### config.mk
export PLATFORM = sky130hd
export DESIGN_NAME = sig_namea_reader
export DESIGN_NICKNAME = d
export VERILOG_FILES = /design/src/rtl/sig_namea_reader.sv
export SDC_FILE = /design/constraint.sdc
export NUM_CORES = 1
export LEC_CHECK = 0
export BUFFER_PORTS_ARGS = -buffer_cell sky130_fd_sc_hd__buf_2
export CAP_MARGIN = 20
export CORE_MARGIN = 3
export CORE_UTILIZATION = 40
export CTS_BUF_LIST = sky130_fd_sc_hd__clkbuf_8
export DETAILED_ROUTE_END_ITERATION = 8
export GPL_ROUTABILITY_DRIVEN = 1
export GPL_TIMING_DRIVEN = 1
export PLACE_DENSITY = 0.59
export SLEW_MARGIN = 20
export SYNTH_ARGS = -nofsm -noshare
export SYNTH_HDL_FRONTEND = slang
export SYNTH_SLANG_ARGS = --single-unit
### constraint.sdc
create_clock -name clk -period 14.8 [get_ports clk]
set_clock_uncertainty 0.05 [all_clocks]
set_input_delay 2.22 -clock clk [delete_from_list [all_inputs] [get_ports clk]]
set_output_delay 2.22 -clock clk [all_outputs]
set_load 0.005 [all_outputs]
### src/rtl/sig_namea_reader.sv
// Reassembles the 224-bit SIG_NAMEA word from a 96-bit upper and a 128-bit lower slice,
// buffers whole words in a small FIFO and streams each one out LSB-first as BEAT_W-bit beats.
`timescale 1ns/1ps

module sig_namea_reader #(
  parameter int BEAT_W = 32,
  parameter int DEPTH  = 2
) (
  input  logic              clk,
  input  logic              rst_n,
  input  logic              hi_valid,
  input  logic [95:0]       hi_data,
  output logic              hi_ready,
  input  logic              lo_valid,
  input  logic [127:0]      lo_data,
  output logic              lo_ready,
  output logic              out_valid,
  output logic [BEAT_W-1:0] out_data,
  output logic              out_last,
  input  logic              out_ready,
  output logic [7:0]        word_cnt
);

  localparam int WORD_W = 224;
  localparam int NBEATS = WORD_W / BEAT_W;
  localparam int PTR_W  = (DEPTH > 1) ? $clog2(DEPTH) : 1;
  localparam int IDX_W  = (NBEATS > 1) ? $clog2(NBEATS) : 1;
  localparam logic [IDX_W-1:0] LAST_IDX  = IDX_W'(NBEATS - 1);
  localparam logic [PTR_W:0]   DEPTH_CNT = (PTR_W + 1)'(DEPTH);

  logic [95:0]       hi_q;
  logic [127:0]      lo_q;
  logic              hi_full;
  logic              lo_full;
  logic [WORD_W-1:0] mem [DEPTH];
  logic [PTR_W-1:0]  wr_ptr;
  logic [PTR_W-1:0]  rd_ptr;
  logic [PTR_W:0]    count;
  logic [IDX_W-1:0]  beat_idx;

  logic hi_take;
  logic lo_take;
  logic push;
  logic fire;
  logic pop;

  // A slice register is only refilled once it reads empty, so a push edge can never also accept.
  assign hi_take = hi_valid & ~hi_full;
  assign lo_take = lo_valid & ~lo_full;
  assign push    = hi_full & lo_full & (count < DEPTH_CNT);
  assign fire    = out_valid & out_ready;
  assign pop     = fire & (beat_idx == LAST_IDX);

  assign hi_ready  = ~hi_full;
  assign lo_ready  = ~lo_full;
  assign out_valid = (count != '0);
  assign out_last  = out_valid & (beat_idx == LAST_IDX);
  assign out_data  = mem[rd_ptr][beat_idx * BEAT_W +: BEAT_W];

  // NOTE: slice and FIFO storage carry no reset; the full flags and count gate every read,
  // so stale contents after reset are never observed and the arrays stay plain RAM.
  always_ff @(posedge clk) begin
    if (hi_take) hi_q <= hi_data;
    if (lo_take) lo_q <= lo_data;
    if (push)    mem[wr_ptr] <= {hi_q, lo_q};
  end

  // NOTE: every register here updates with <= so all reads in this edge see pre-edge values.
  always_ff @(posedge clk or negedge rst_n) begin
    if (!rst_n) begin
      hi_full <= 1'b0;
      lo_full <= 1'b0;
    end else begin
      if (push)         hi_full <= 1'b0;
      else if (hi_take) hi_full <= 1'b1;
      if (push)         lo_full <= 1'b0;
      else if (lo_take) lo_full <= 1'b1;
    end
  end

  always_ff @(posedge clk or negedge rst_n) begin
    if (!rst_n) begin
      wr_ptr <= '0;
      rd_ptr <= '0;
      count  <= '0;
    end else begin
      if (push) wr_ptr <= wr_ptr + PTR_W'(1);
      if (pop)  rd_ptr <= rd_ptr + PTR_W'(1);
      unique case ({push, pop})
        2'b10:   count <= count + (PTR_W + 1)'(1);
        2'b01:   count <= count - (PTR_W + 1)'(1);
        default: count <= count;
      endcase
    end
  end

  always_ff @(posedge clk or negedge rst_n) begin
    if (!rst_n) begin
      beat_idx <= '0;
      word_cnt <= '0;
    end else if (fire) begin
      if (beat_idx == LAST_IDX) begin
        beat_idx <= '0;
        word_cnt <= word_cnt + 8'd1;
      end else begin
        beat_idx <= beat_idx + IDX_W'(1);
      end
    end
  end

endmodule

==> impl_summary.txt, run 1 <==
----------------------------------------------------
[Status]
  Status ... finished, final reports clean

[GRT]
  Number of antenna violations at the first check in global routing ... 4
  Wire length of the first global-routing pass ... 74980 µm
  Grt total ovfl ... 0
  Via count of the first global-routing pass ... 12470
  Global-route usage over all layers ... 15.08%
  Maximum number of pins on one net before global-route repair ... 154

[Drt]
  Number of search-and-repair iterations in the first detailed-routing pass ... 5
  Starting DRC count in detailed routing ... 772
  DR WL/cell ... 20.89 µm
  Via Count ... 11820
  Antenna Violating Nets Remaining ... 0
  Number of DRC violations after detailed routing ... 0
  Average via count per standard cell ... 4.978
  Total Wirelength ... 49600 µm

[Layout]
  Area growth from synthesis to layout ... 16.23%
  Fill cell instance count of the final layout ... 5159
  Fraction of layout instances using a drive strength above 1 ... 32.45%
  Post-layout nets ... 1691

[Logic synthesis]
  Async set-reset flop share out of synthesis ... 2.467%
  Most used flip-flop cell after synthesis ... sky130_fd_sc_hd__edfxtp_1
  Avg Inst Size Synth ... 22.32 µm²
  Synthesized Nets ... 1347
  Sequential area share after synthesis ... 82.71%
  Number of enable-type register cells in the synthesized netlist ... 672
  Post-synthesis register bit count ... 689
  Mapped Area ... 24910 µm²
  Warnings from Yosys ... 0
  Distinct cell type count of the synthesized netlist ... 39
  Gate count of the mapped netlist ... 1116

[Clock network]
  Clk Tree Root Cell ... sky130_fd_sc_hd__clkbuf_8
  Clock sink count ... 689
  Number of CTS-inserted buffers ... 110
  Cells resized by post-CTS repair ... 0
  Post-CTS Setup Bufs ... 0
  Number of buffers inserted by hold repair at cts ... 0
  CTS H-tree lvls ... 3
  Worst-Skew Late Latency ... 0.69 ns
  CTS Buffer Depth ... 3
  TritonCTS clock tree ... yes
  Register clock-pin slew on the reported worst setup and hold paths ... 0.06 ns

[Setup path]
  Critical path arrival ... 4.21 ns
  R2r startpoint ... lo_full
  End point of the critical path ... out_data[5]
  Critical path start-end classification ... flop to output port
  Capturing element type of the critical path ... output port
  R2r endpoint ... mem[1][19]
  Startpoint types ... flop
  Crit-path max FO ... 47
  Flop-to-flop setup slack ... 11.42 ns
  Launching element of the worst setup path ... rd_ptr
  Number of cells on the worst reg-to-reg path ... 5
  Crit path required time ... 12.53 ns

[Die]
  Cell Rows ... 90
  Die outline area ... 65310 µm²
  Top-Level Pins ... 273
  Die Width ... 255.6 µm
  Core footprint ... 61030 µm²
  Height of the die ... 255.6 µm
  Initial core utilization ... 40.82%

[STA]
  Final Max Slew Viols ... 0
  Count of final setup violators ... 0
  Worst hold margin ... 0.3709 ns
  Max-slew headroom ... 31.88%
  Fin crit share ... 43.77%
  Hold Violations, Final ... 0
  Actual slew at the worst max-slew pin ... 1.022 ns
  RSZ-0062 raised after global routing ... no
  Sum Neg Setup Slack ... 0 ns
  Final period demand of the worst path ... 6.479 ns
  Fmax ... 154.4 MHz

[Pwr]
  Max VDD drop ... 0.1249 mV
  Static leakage ... 9.990 nW
  Power per cell area ... 194.4 nW/µm²

[Flow run]
  Total of max-cap violations ... 0

[Placed design]
  GP Congestion ... 0.7233
  HPWL after detailed placement ... 28590 µm
  Quantity of I/O buffers inserted on ports ... 272

[Hold path]
  Worst hold-check path type ... flop to flop

----------------------------------------------------
==> sequential cells by signal, indices dropped and copies added, names as in the netlist <==
name      count
count         2
wr_ptr        1
rd_ptr        1
lo_q        128
word_cnt      8
hi_q         96
mem         448
hi_full       1
lo_full       1
beat_idx      3
==> layout make-up <==
type,instances,area (µm²),area share (%)
clock inverters,84,340.3,1.175
multi-input cells,370,3902,13.48
clock buffers,112,1541,5.323
repair buffers,285,1496,5.168
well taps,828,1036,3.578
flip-flops and latches,689,20620,71.20
inverters,4,15.01,0.05185
diodes,3,7.507,0.02593
==> critical path: stages (launching register included) <==
cell,delay (ns)
sky130_fd_sc_hd__dfrtp_4,0.89
sky130_fd_sc_hd__buf_4,0.62
sky130_fd_sc_hd__buf_4,0.80
sky130_fd_sc_hd__mux4_2,0.60
sky130_fd_sc_hd__o32ai_1,0.26
sky130_fd_sc_hd__a21oi_1,0.11
sky130_fd_sc_hd__buf_2,0.19
==> Yosys cell counts (2+ instances only) <==
master	count	share of area [%]
sky130_fd_sc_hd__o21a_1	3	0.090
sky130_fd_sc_hd__buf_8	3	0.18
sky130_fd_sc_hd__o32ai_1	21	0.74
sky130_fd_sc_hd__inv_1	4	0.060
sky130_fd_sc_hd__clkbuf_1	25	0.38
sky130_fd_sc_hd__buf_6	6	0.27
sky130_fd_sc_hd__o21ai_0	40	0.80
sky130_fd_sc_hd__buf_12	8	0.64
sky130_fd_sc_hd__nand2_1	6	0.090
sky130_fd_sc_hd__xnor2_1	9	0.32
sky130_fd_sc_hd__xor2_1	3	0.11
sky130_fd_sc_hd__and3_1	3	0.075
sky130_fd_sc_hd__nor2b_1	3	0.075
sky130_fd_sc_hd__edfxtp_1	672	81
sky130_fd_sc_hd__o21ai_1	27	0.54
sky130_fd_sc_hd__o22ai_2	11	0.55
sky130_fd_sc_hd__o32ai_2	11	0.72
sky130_fd_sc_hd__ha_1	2	0.10
sky130_fd_sc_hd__buf_2	7	0.14
sky130_fd_sc_hd__mux2i_1	96	3.9
sky130_fd_sc_hd__dfrtp_1	17	1.7
sky130_fd_sc_hd__nor2_1	3	0.045
sky130_fd_sc_hd__o22ai_1	21	0.53
sky130_fd_sc_hd__mux4_2	64	5.8
sky130_fd_sc_hd__nand4_1	4	0.10
sky130_fd_sc_hd__buf_4	3	0.090
sky130_fd_sc_hd__a21oi_1	32	0.64
==> logic make-up after synthesis <==
logic type / count (synthesis) / share of synthesized area [%]
AOI/OAI and AO/OA: 169 / 4.706
xor gates and xnor gates: 12 / 0.4219
adders and majority gates: 2 / 0.1004
buffers and inverters: 57 / 1.778
DFF: 689 / 82.71
muxes: 161 / 9.688
and+or+nand+nor: 26 / 0.5977
==> per-stage QoR <==
stage / total power, mW / instance area [µm²] / std cells / setup slack [ns] / utilization, %
2_1_floorplan: 4.007 / 24910 / 1116 / 3.731 / -
6_report: 5.630 / 28960 / 2375 / 8.321 / 47.44
3_3_place_gp: 4.284 / 27060 / 2176 / 8.923 / 44.34
3_5_place_dp: 4.323 / 27070 / 2176 / 8.893 / 44.35
4_1_cts: 5.736 / 28950 / 2372 / 8.109 / 47.43
5_1_grt: 5.957 / 28960 / 2375 / 7.937 / 47.44
==> layer usage <==
layer	up-vias	GRT usage, %	wire [µm]
li1	5340	-	-
met1	6063	20.14	21200
met2	328	24.47	24680
met3	89	3.592	2486
met4	2	5.163	1224
met5	-	0	13
==> power breakdown <==
group	switching [mW]	internal [mW]	total, mW
combinational	0.778	0.550	1.33
clock	0.693	0.695	1.39
sequential	0.208	2.71	2.91
==> worst min-delay path by stage <==
stage,startpoint,endpoint,slack [ns],cells past startpoint
2_1_floorplan,lo_q[0],mem[0][0],0.37,0
3_3_place_gp,lo_q[108],mem[1][108],0.37,0
3_5_place_dp,lo_q[42],mem[1][42],0.38,0
4_1_cts,hi_q[4],mem[1][132],0.37,0
5_1_grt,hi_q[62],mem[1][190],0.39,0
6_report,hi_q[62],mem[1][190],0.37,0
==> cells in the final DEF (no fill, tap or decap), types with 4 or more instances in the layout <==
master / instances
sky130_fd_sc_hd__a21oi_1: 32
sky130_fd_sc_hd__buf_4: 10
sky130_fd_sc_hd__xnor2_1: 9
sky130_fd_sc_hd__mux2i_1: 96
sky130_fd_sc_hd__nand4_1: 4
sky130_fd_sc_hd__buf_2: 272
sky130_fd_sc_hd__o22ai_2: 11
sky130_fd_sc_hd__o21ai_0: 40
sky130_fd_sc_hd__o32ai_2: 11
sky130_fd_sc_hd__edfxtp_1: 672
sky130_fd_sc_hd__clkinv_1: 24
sky130_fd_sc_hd__o32ai_1: 21
sky130_fd_sc_hd__clkinv_2: 4
sky130_fd_sc_hd__nand2_1: 5
sky130_fd_sc_hd__inv_1: 57
sky130_fd_sc_hd__dfrtp_1: 13
sky130_fd_sc_hd__mux4_2: 64
sky130_fd_sc_hd__o22ai_1: 21
sky130_fd_sc_hd__clkbuf_8: 112
sky130_fd_sc_hd__o21ai_1: 27
No activity file was read; power rests on OpenSTA's default activity.
==> inputs of run 2 (changes only) <==
- clock period: 14.8 -> 6.6 ns (I/O delays scaled with it)
==> run 2 against run 1 <==
  * Sequential power increased by 120%
  * Worst hold slack got worse by 0.20 ns
  * Critical path type unchanged
  * Final cell count increased by 0.34%
  * Die area unchanged
==> impl_summary.txt, run 2 (synthesis results as in run 1) <==
----------------------------------------------------
[Clock network]
  Worst-Skew Late Latency ... 0.69 ns (about the same)
  Number of buffers inserted by hold repair at cts ... 0 (unchanged)
  Clk Tree Root Cell ... sky130_fd_sc_hd__clkbuf_8
  Post-CTS Setup Bufs ... 0 (unchanged)
  Number of CTS-inserted buffers ... 109 (-0.91%)
  Register clock-pin slew on the reported worst setup and hold paths ... 0.06 ns (about the same)
  CTS H-tree lvls ... 3 (unchanged)
  Cells resized by post-CTS repair ... 0 (unchanged)
  Clock sink count ... 689 (unchanged)
  TritonCTS clock tree ... yes
  CTS Buffer Depth ... 3 (unchanged)

[Layout]
  Leading registers by flop count ... mem (448), lo_q (128), hi_q (96)
  Most common cell after layout, fill and taps aside ... sky130_fd_sc_hd__edfxtp_1
  Register cell area after layout ... 20620 µm² (unchanged)
  Commonest cells after routing, fill and taps aside ... 672 x sky130_fd_sc_hd__edfxtp_1, 272 x sky130_fd_sc_hd__buf_2, 111 x sky130_fd_sc_hd__clkbuf_8, 96 x sky130_fd_sc_hd__mux2i_1, 64 x sky130_fd_sc_hd__mux4_2
  Fraction of layout instances using a drive strength above 1 ... 33.40% (+0.95 points)
  Register bank with the most flops ... mem
  Area growth from synthesis to layout ... 16.57%
  Fill cell instance count of the final layout ... 5149 (-0.19%)
  Final design instance area without fill ... 29040 µm² (+0.29%)
  Multi-input combinational cell area ... 3897 µm² (-0.13%)
  Final standard cell count with taps included and fillers excluded ... 2383 (+0.34%)
  Post-layout nets ... 1694 (+0.18%)
  Flip-flop count of the largest register after layout ... 448 (unchanged)

[Drt]
  Number of search-and-repair iterations in the first detailed-routing pass ... 7 (+2)
  Total Wirelength ... 50000 µm (+0.80%)
  DR WL/cell ... 20.98 µm (+0.46%)
  Starting DRC count in detailed routing ... 856 (+11%)
  Via Count ... 11810 (-0.11%)
  Average via count per standard cell ... 4.956 (-0.45%)
  Number of DRC violations after detailed routing ... 0 (unchanged)
  Antenna Violating Nets Remaining ... 0 (unchanged)

[GRT]
  Most heavily used metal layer in global routing ... met2
  Via count of the first global-routing pass ... 12560 (+0.71%)
  Wire length of the first global-routing pass ... 75870 µm (+1.2%)
  Met3 routing resource usage after global routing ... 3.512% (-0.079 points)
  Global-route usage over all layers ... 15.24% (+0.16 points)
  Global routing met2 resource utilization ... 23.71% (-0.77 points)
  Maximum number of pins on one net before global-route repair ... 117 (-24%)
  Number of antenna violations at the first check in global routing ... 7 (+3)
  Global-route met1 utilization ... 20.80% (+0.66 points)
  Grt total ovfl ... 0 (unchanged)

[Die]
  Die outline area ... 65310 µm² (unchanged)
  Initial core utilization ... 40.82% (unchanged)
  Top-Level Pins ... 273 (unchanged)
  Core footprint ... 61030 µm² (unchanged)
  Cell Rows ... 90 (unchanged)
  Die Width ... 255.6 µm (unchanged)
  Height of the die ... 255.6 µm (unchanged)

[Placed design]
  HPWL after detailed placement ... 29520 µm (+3.2%)
  Cell Count Post-Placement ... 2180 (+0.18%)
  Post-DP Area ... 27090 µm² (about the same)
  GP Congestion ... 0.7289 (+0.77%)
  Setup Slack @ Placement ... 2.712 ns (-6.181 ns)
  Quantity of I/O buffers inserted on ports ... 272 (unchanged)

[Setup path]
  Startpoint types ... flop
  Buf+Inv Stages, Crit Path ... 2 (-1)
  Cells along the critical path ... buf_12 > mux4_2 > o32ai_1 > a21oi_1 > buf_2
  Cell family contributing the most delay on the critical path ... flip-flops
  Critical path start-end classification ... flop to output port
  Capturing element type of the critical path ... output port
  Slowest cell on the critical path ... sky130_fd_sc_hd__dfrtp_4
  Critical path arrival ... 3.49 ns (-0.72 ns)
  Crit path required time ... 5.56 ns (-6.97 ns)
  Max stage delay on crit path ... 0.95 ns (+0.06 ns)
  Crit-path max FO ... 82 (+74%)

[Hold path]
  Worst hold-check path type ... primary input to asynchronous set/reset pin

[STA]
  Hold Violations, Final ... 0 (unchanged)
  Actual slew at the worst max-slew pin ... 1.054 ns (+0.03259 ns)
  Fmax ... 220.8 MHz
  Final Max Slew Viols ... 0 (unchanged)
  Sum Neg Setup Slack ... 0 ns (unchanged)
  Final period demand of the worst path ... 4.529 ns
  Crit path setup slack, layout ... 2.071 ns (-6.251 ns)
  RSZ-0062 raised after global routing ... no
  Max-slew headroom ... 29.46% (-2.4 points)
  Count of final setup violators ... 0 (unchanged)
  Fin crit share ... 68.62%

[Pwr]
  Sequential cell fraction of total power ... 51.1% (-0.7 points)
  Clock power frac ... 25.2% (+0.5 points)
  Total power draw ... 12.75 mW (+130%)
  Power per cell area ... 439.2 nW/µm² (+130%)
  Switching Share ... 30.15% (+0.34 points)
  Logic pwr share ... 23.7% (about the same)
  Int Pwr ... 8.908 mW (+130%)
  Static leakage ... 10.01 nW (+0.17%)
  Switching power summed over all nets ... 3.846 mW (+130%)
  Max VDD drop ... 0.2131 mV (+71%)

[Status]
  Status ... finished, final reports clean

[Flow run]
  Total of max-cap violations ... 0 (unchanged)

----------------------------------------------------
-- run 2: final timing paths --
| check | endpoint | slack [ns] | cells past startpoint | from |
|---|---|---|---|---|
| max in group asynchronous | beat_idx[0] | 5.99 | 1 | rst_n |
| worst min-delay path | word_cnt[4] | 0.17 | 1 | rst_n |
| worst min register to register | mem[1][67] | 0.39 | 0 | lo_q[67] |
| min in group clk | mem[1][67] | 0.39 | 0 | lo_q[67] |
| worst max register to register | mem[0][141] | 3.47 | 5 | lo_full |
| worst max-delay path | out_data[28] | 2.07 | 5 | rd_ptr |
-- run 2: area by class of cell --
cell class                 instances  share of cell area (%)
sequential                       689                   70.99
clock inverter                    85                   1.392
inverter                           4                 0.05170
antenna                            7                 0.06032
timing repair buffer             289                   5.256
clock buffer                     111                   5.260
multi-input combinational        370                   13.42
tap                              828                   3.567
-- run 2: per-stage QoR --
step	hold WS (ns)	utilization [%]
detailed placement	0.3801	44.39
finish	0.1728	47.58
global placement	0.3725	44.39
global route	0.1318	47.58
CTS	0.1034	47.55
floorplan	0.3715	-
-- run 2: per-layer routing --
layer / wire (µm) / up-vias / share of wire, %
met3: 2548 / 105 / 5.1
met1: 21710 / 6003 / 43
met4: 1580 / 0 / 3.2
met5: 0 / - / 0
li1: - / 5351 / -
met2: 24160 / 350 / 48
-- run 2: power groups by stage --
| stage | Combinational, mW | Clock [mW] | Sequential, mW |
|---|---|---|---|
| floorplan | 2.33 | 0 | 6.53 |
| global placement | 3.07 | 0 | 6.57 |
| detailed placement | 3.10 | 0 | 6.63 |
| CTS | 3.11 | 3.34 | 6.55 |
| global route | 3.31 | 3.52 | 6.63 |
| finish | 3.02 | 3.21 | 6.52 |
==> inputs of run 3 (changes only) <==
- clock period: 6.6 -> 4.5 ns (I/O delays scaled with it)
==> run 3 against run 2 <==
  * Setup slack worse by 1.7 ns
  * Via count is 0.31% lower
  * Count of clock-buffer cells in the layout is 1 lower
  * Clock power is 48% higher
  * Final cell count is 0.38% higher
  * Wire length is 0.90% higher
  * Global-route usage hardly changed
  * Combinational power is 53% higher
  * First-iteration DRC count is 4.6% lower
  * Largest power group unchanged
  * Worst hold slack worse by 0.081 ns
  * Critical path depth stayed put
==> impl_summary.txt, run 3 (synthesis results as in run 1) <==
----------------------------------------------------
[Clock network]
  TritonCTS clock tree ... yes
  Clock sink count ... 689 (unchanged)
  Worst-Skew Late Latency ... 0.70 ns (about the same)
  Post-CTS Setup Bufs ... 0 (unchanged)
  Number of CTS-inserted buffers ... 109 (unchanged)
  Register clock-pin slew on the reported worst setup and hold paths ... 0.06 ns (about the same)
  Clk Tree Root Cell ... sky130_fd_sc_hd__clkbuf_8
  Cells resized by post-CTS repair ... 0 (unchanged)
  CTS H-tree lvls ... 3 (unchanged)
  CTS Buffer Depth ... 3 (unchanged)

[Die]
  Cell Rows ... 90 (unchanged)
  Initial core utilization ... 40.82% (unchanged)
  Core footprint ... 61030 µm² (unchanged)
  Height of the die ... 255.6 µm (unchanged)
  Top-Level Pins ... 273 (unchanged)
  Die outline area ... 65310 µm² (unchanged)
  Die Width ... 255.6 µm (unchanged)

[STA]
  Final Max Slew Viols ... 0 (unchanged)
  Fmax ... 243.3 MHz
  Count of final setup violators ... 0 (unchanged)
  Fin crit share ... 91.35%
  Max-slew headroom ... 33.85% (+4.4 points)
  RSZ-0062 raised after global routing ... no
  Hold Violations, Final ... 0 (unchanged)
  Final period demand of the worst path ... 4.111 ns
  Actual slew at the worst max-slew pin ... 0.9923 ns (-0.06209 ns)

[Drt]
  DR WL/cell ... 21.09 µm (+0.52%)
  Starting DRC count in detailed routing ... 817 (-4.6%)
  Average via count per standard cell ... 4.921 (-0.69%)
  Total Wirelength ... 50450 µm (+0.90%)
  Number of DRC violations after detailed routing ... 0 (unchanged)
  Via Count ... 11770 (-0.31%)
  Number of search-and-repair iterations in the first detailed-routing pass ... 5 (-2)
  Antenna Violating Nets Remaining ... 0 (unchanged)

[Setup path]
  Capturing element type of the critical path ... output port
  Critical path start-end classification ... flop to output port
  Startpoint types ... flop
  Critical path arrival ... 3.39 ns (-0.10 ns)
  Crit-path max FO ... 63 (-23%)
  Crit path required time ... 3.77 ns (-1.79 ns)

[Placed design]
  Post-DP Area ... 27240 µm² (+0.55%)
  Quantity of I/O buffers inserted on ports ... 272 (unchanged)
  HPWL after detailed placement ... 30060 µm (+1.9%)
  GP Congestion ... 0.7255 (-0.47%)

[Layout]
  Post-layout nets ... 1703 (+0.53%)
  Leading registers by flop count ... mem (448), lo_q (128), hi_q (96)
  Area growth from synthesis to layout ... 17.26%
  Final design instance area without fill ... 29210 µm² (+0.59%)
  Most common cell after layout, fill and taps aside ... sky130_fd_sc_hd__edfxtp_1
  Fraction of layout instances using a drive strength above 1 ... 33.53% (+0.13 points)
  Fill cell instance count of the final layout ... 5100 (-0.95%)
  Flip-flop count of the largest register after layout ... 448 (unchanged)
  Commonest cells after routing, fill and taps aside ... 672 x sky130_fd_sc_hd__edfxtp_1, 272 x sky130_fd_sc_hd__buf_2, 110 x sky130_fd_sc_hd__clkbuf_8, 96 x sky130_fd_sc_hd__mux2i_1, 64 x sky130_fd_sc_hd__mux4_2
  Register bank with the most flops ... mem

[GRT]
  Via count of the first global-routing pass ... 12470 (-0.71%)
  Wire length of the first global-routing pass ... 75510 µm (-0.46%)
  Maximum number of pins on one net before global-route repair ... 120 (+2.6%)
  Global-route usage over all layers ... 15.25% (about the same)
  Number of antenna violations at the first check in global routing ... 2 (-5)
  Grt total ovfl ... 0 (unchanged)

[Status]
  Status ... finished, final reports clean

[Pwr]
  Static leakage ... 10.05 nW (+0.39%)
  Max VDD drop ... 0.5211 mV (+140%)
  Power per cell area ... 646.6 nW/µm² (+47%)
  Total power draw ... 18.89 mW (+48%)

[Flow run]
  Total of max-cap violations ... 0 (unchanged)

[Hold path]
  Worst hold-check path type ... primary input to flop

----------------------------------------------------
-- run 3: cell count changes in the layout (fill, tap and decap cells not counted), sizes merged, moves of 3 or more --
cell / delta
buf: +8
clkinv: +10
diode: -3
inv: -8
-- run 3: routing by layer --
layer / share of wire [%] / GRT usage (%) / vias to the layer above / wire length [µm]
li1: - / - / 5377 / -
met5: 0 / 0 / - / 0
met3: 5.1 / 3.493 / 85 / 2548
met2: 50 / 25.17 / 316 / 25480
met4: 2.2 / 5.005 / 0 / 1117
met1: 42 / 20.17 / 5994 / 21310
-- run 3: critical path, stage by stage, from the launching register on --
cell	delay [ns]
sky130_fd_sc_hd__dfrtp_4	0.82
sky130_fd_sc_hd__nand2b_4	0.89
sky130_fd_sc_hd__o22ai_1	0.28
sky130_fd_sc_hd__o32ai_1	0.35
sky130_fd_sc_hd__a21oi_1	0.12
sky130_fd_sc_hd__buf_2	0.19
-- run 3: timing repair --
item	CTS	global route
hold endpoints to repair	17	0
endpoints found under the setup margin	0	0
hold buffers	1	0
-- run 3: final timing paths --
path	from	cells after the start	to	slack (ns)
max in group asynchronous	rst_n	2	rd_ptr	3.69
setup / recovery	beat_idx[0]	5	out_data[4]	0.39
setup reg to reg	beat_idx[0]	6	count[1]	1.71
hold / removal	lo_data[56]	1	lo_q[56]	0.09
min in group asynchronous	rst_n	2	word_cnt[5]	0.39
hold reg to reg	lo_q[60]	0	mem[0][60]	0.39
-- run 3: final cells by class --
class / count / area, µm² / share of cell area, %
diodes: 4 / 10.01 / 0.03426
clock buffers: 110 / 1514 / 5.182
clock inverters: 89 / 439.2 / 1.503
inverters: 4 / 15.01 / 0.05140
multi-input cells: 370 / 3897 / 13.34
flip-flops and latches: 689 / 20620 / 70.58
well taps: 828 / 1036 / 3.546
repair buffers: 298 / 1684 / 5.765
-- run 3: through the flow --
stage | instances | hold slack, ns | TNS [ns] | worst slack [ns] | util, %
2_1_floorplan | 1116 | 0.3294 | -91.95 | -0.2129 | -
3_3_place_gp | 2188 | 0.3725 | 0 | 1.029 | 44.63
3_5_place_dp | 2188 | 0.3790 | 0 | 1.032 | 44.63
4_1_cts | 2388 | 0.002238 | 0 | 0.2300 | 47.85
5_1_grt | 2392 | 0.01130 | 0 | 0.1703 | 47.86
6_report | 2392 | 0.09194 | 0 | 0.3892 | 47.86
-- run 3: where the power goes --
group          total, mW  internal (mW)  switching [mW]
Sequential          9.53           8.88           0.645
Combinational       4.61           1.93            2.69
Clock               4.75           2.39            2.35
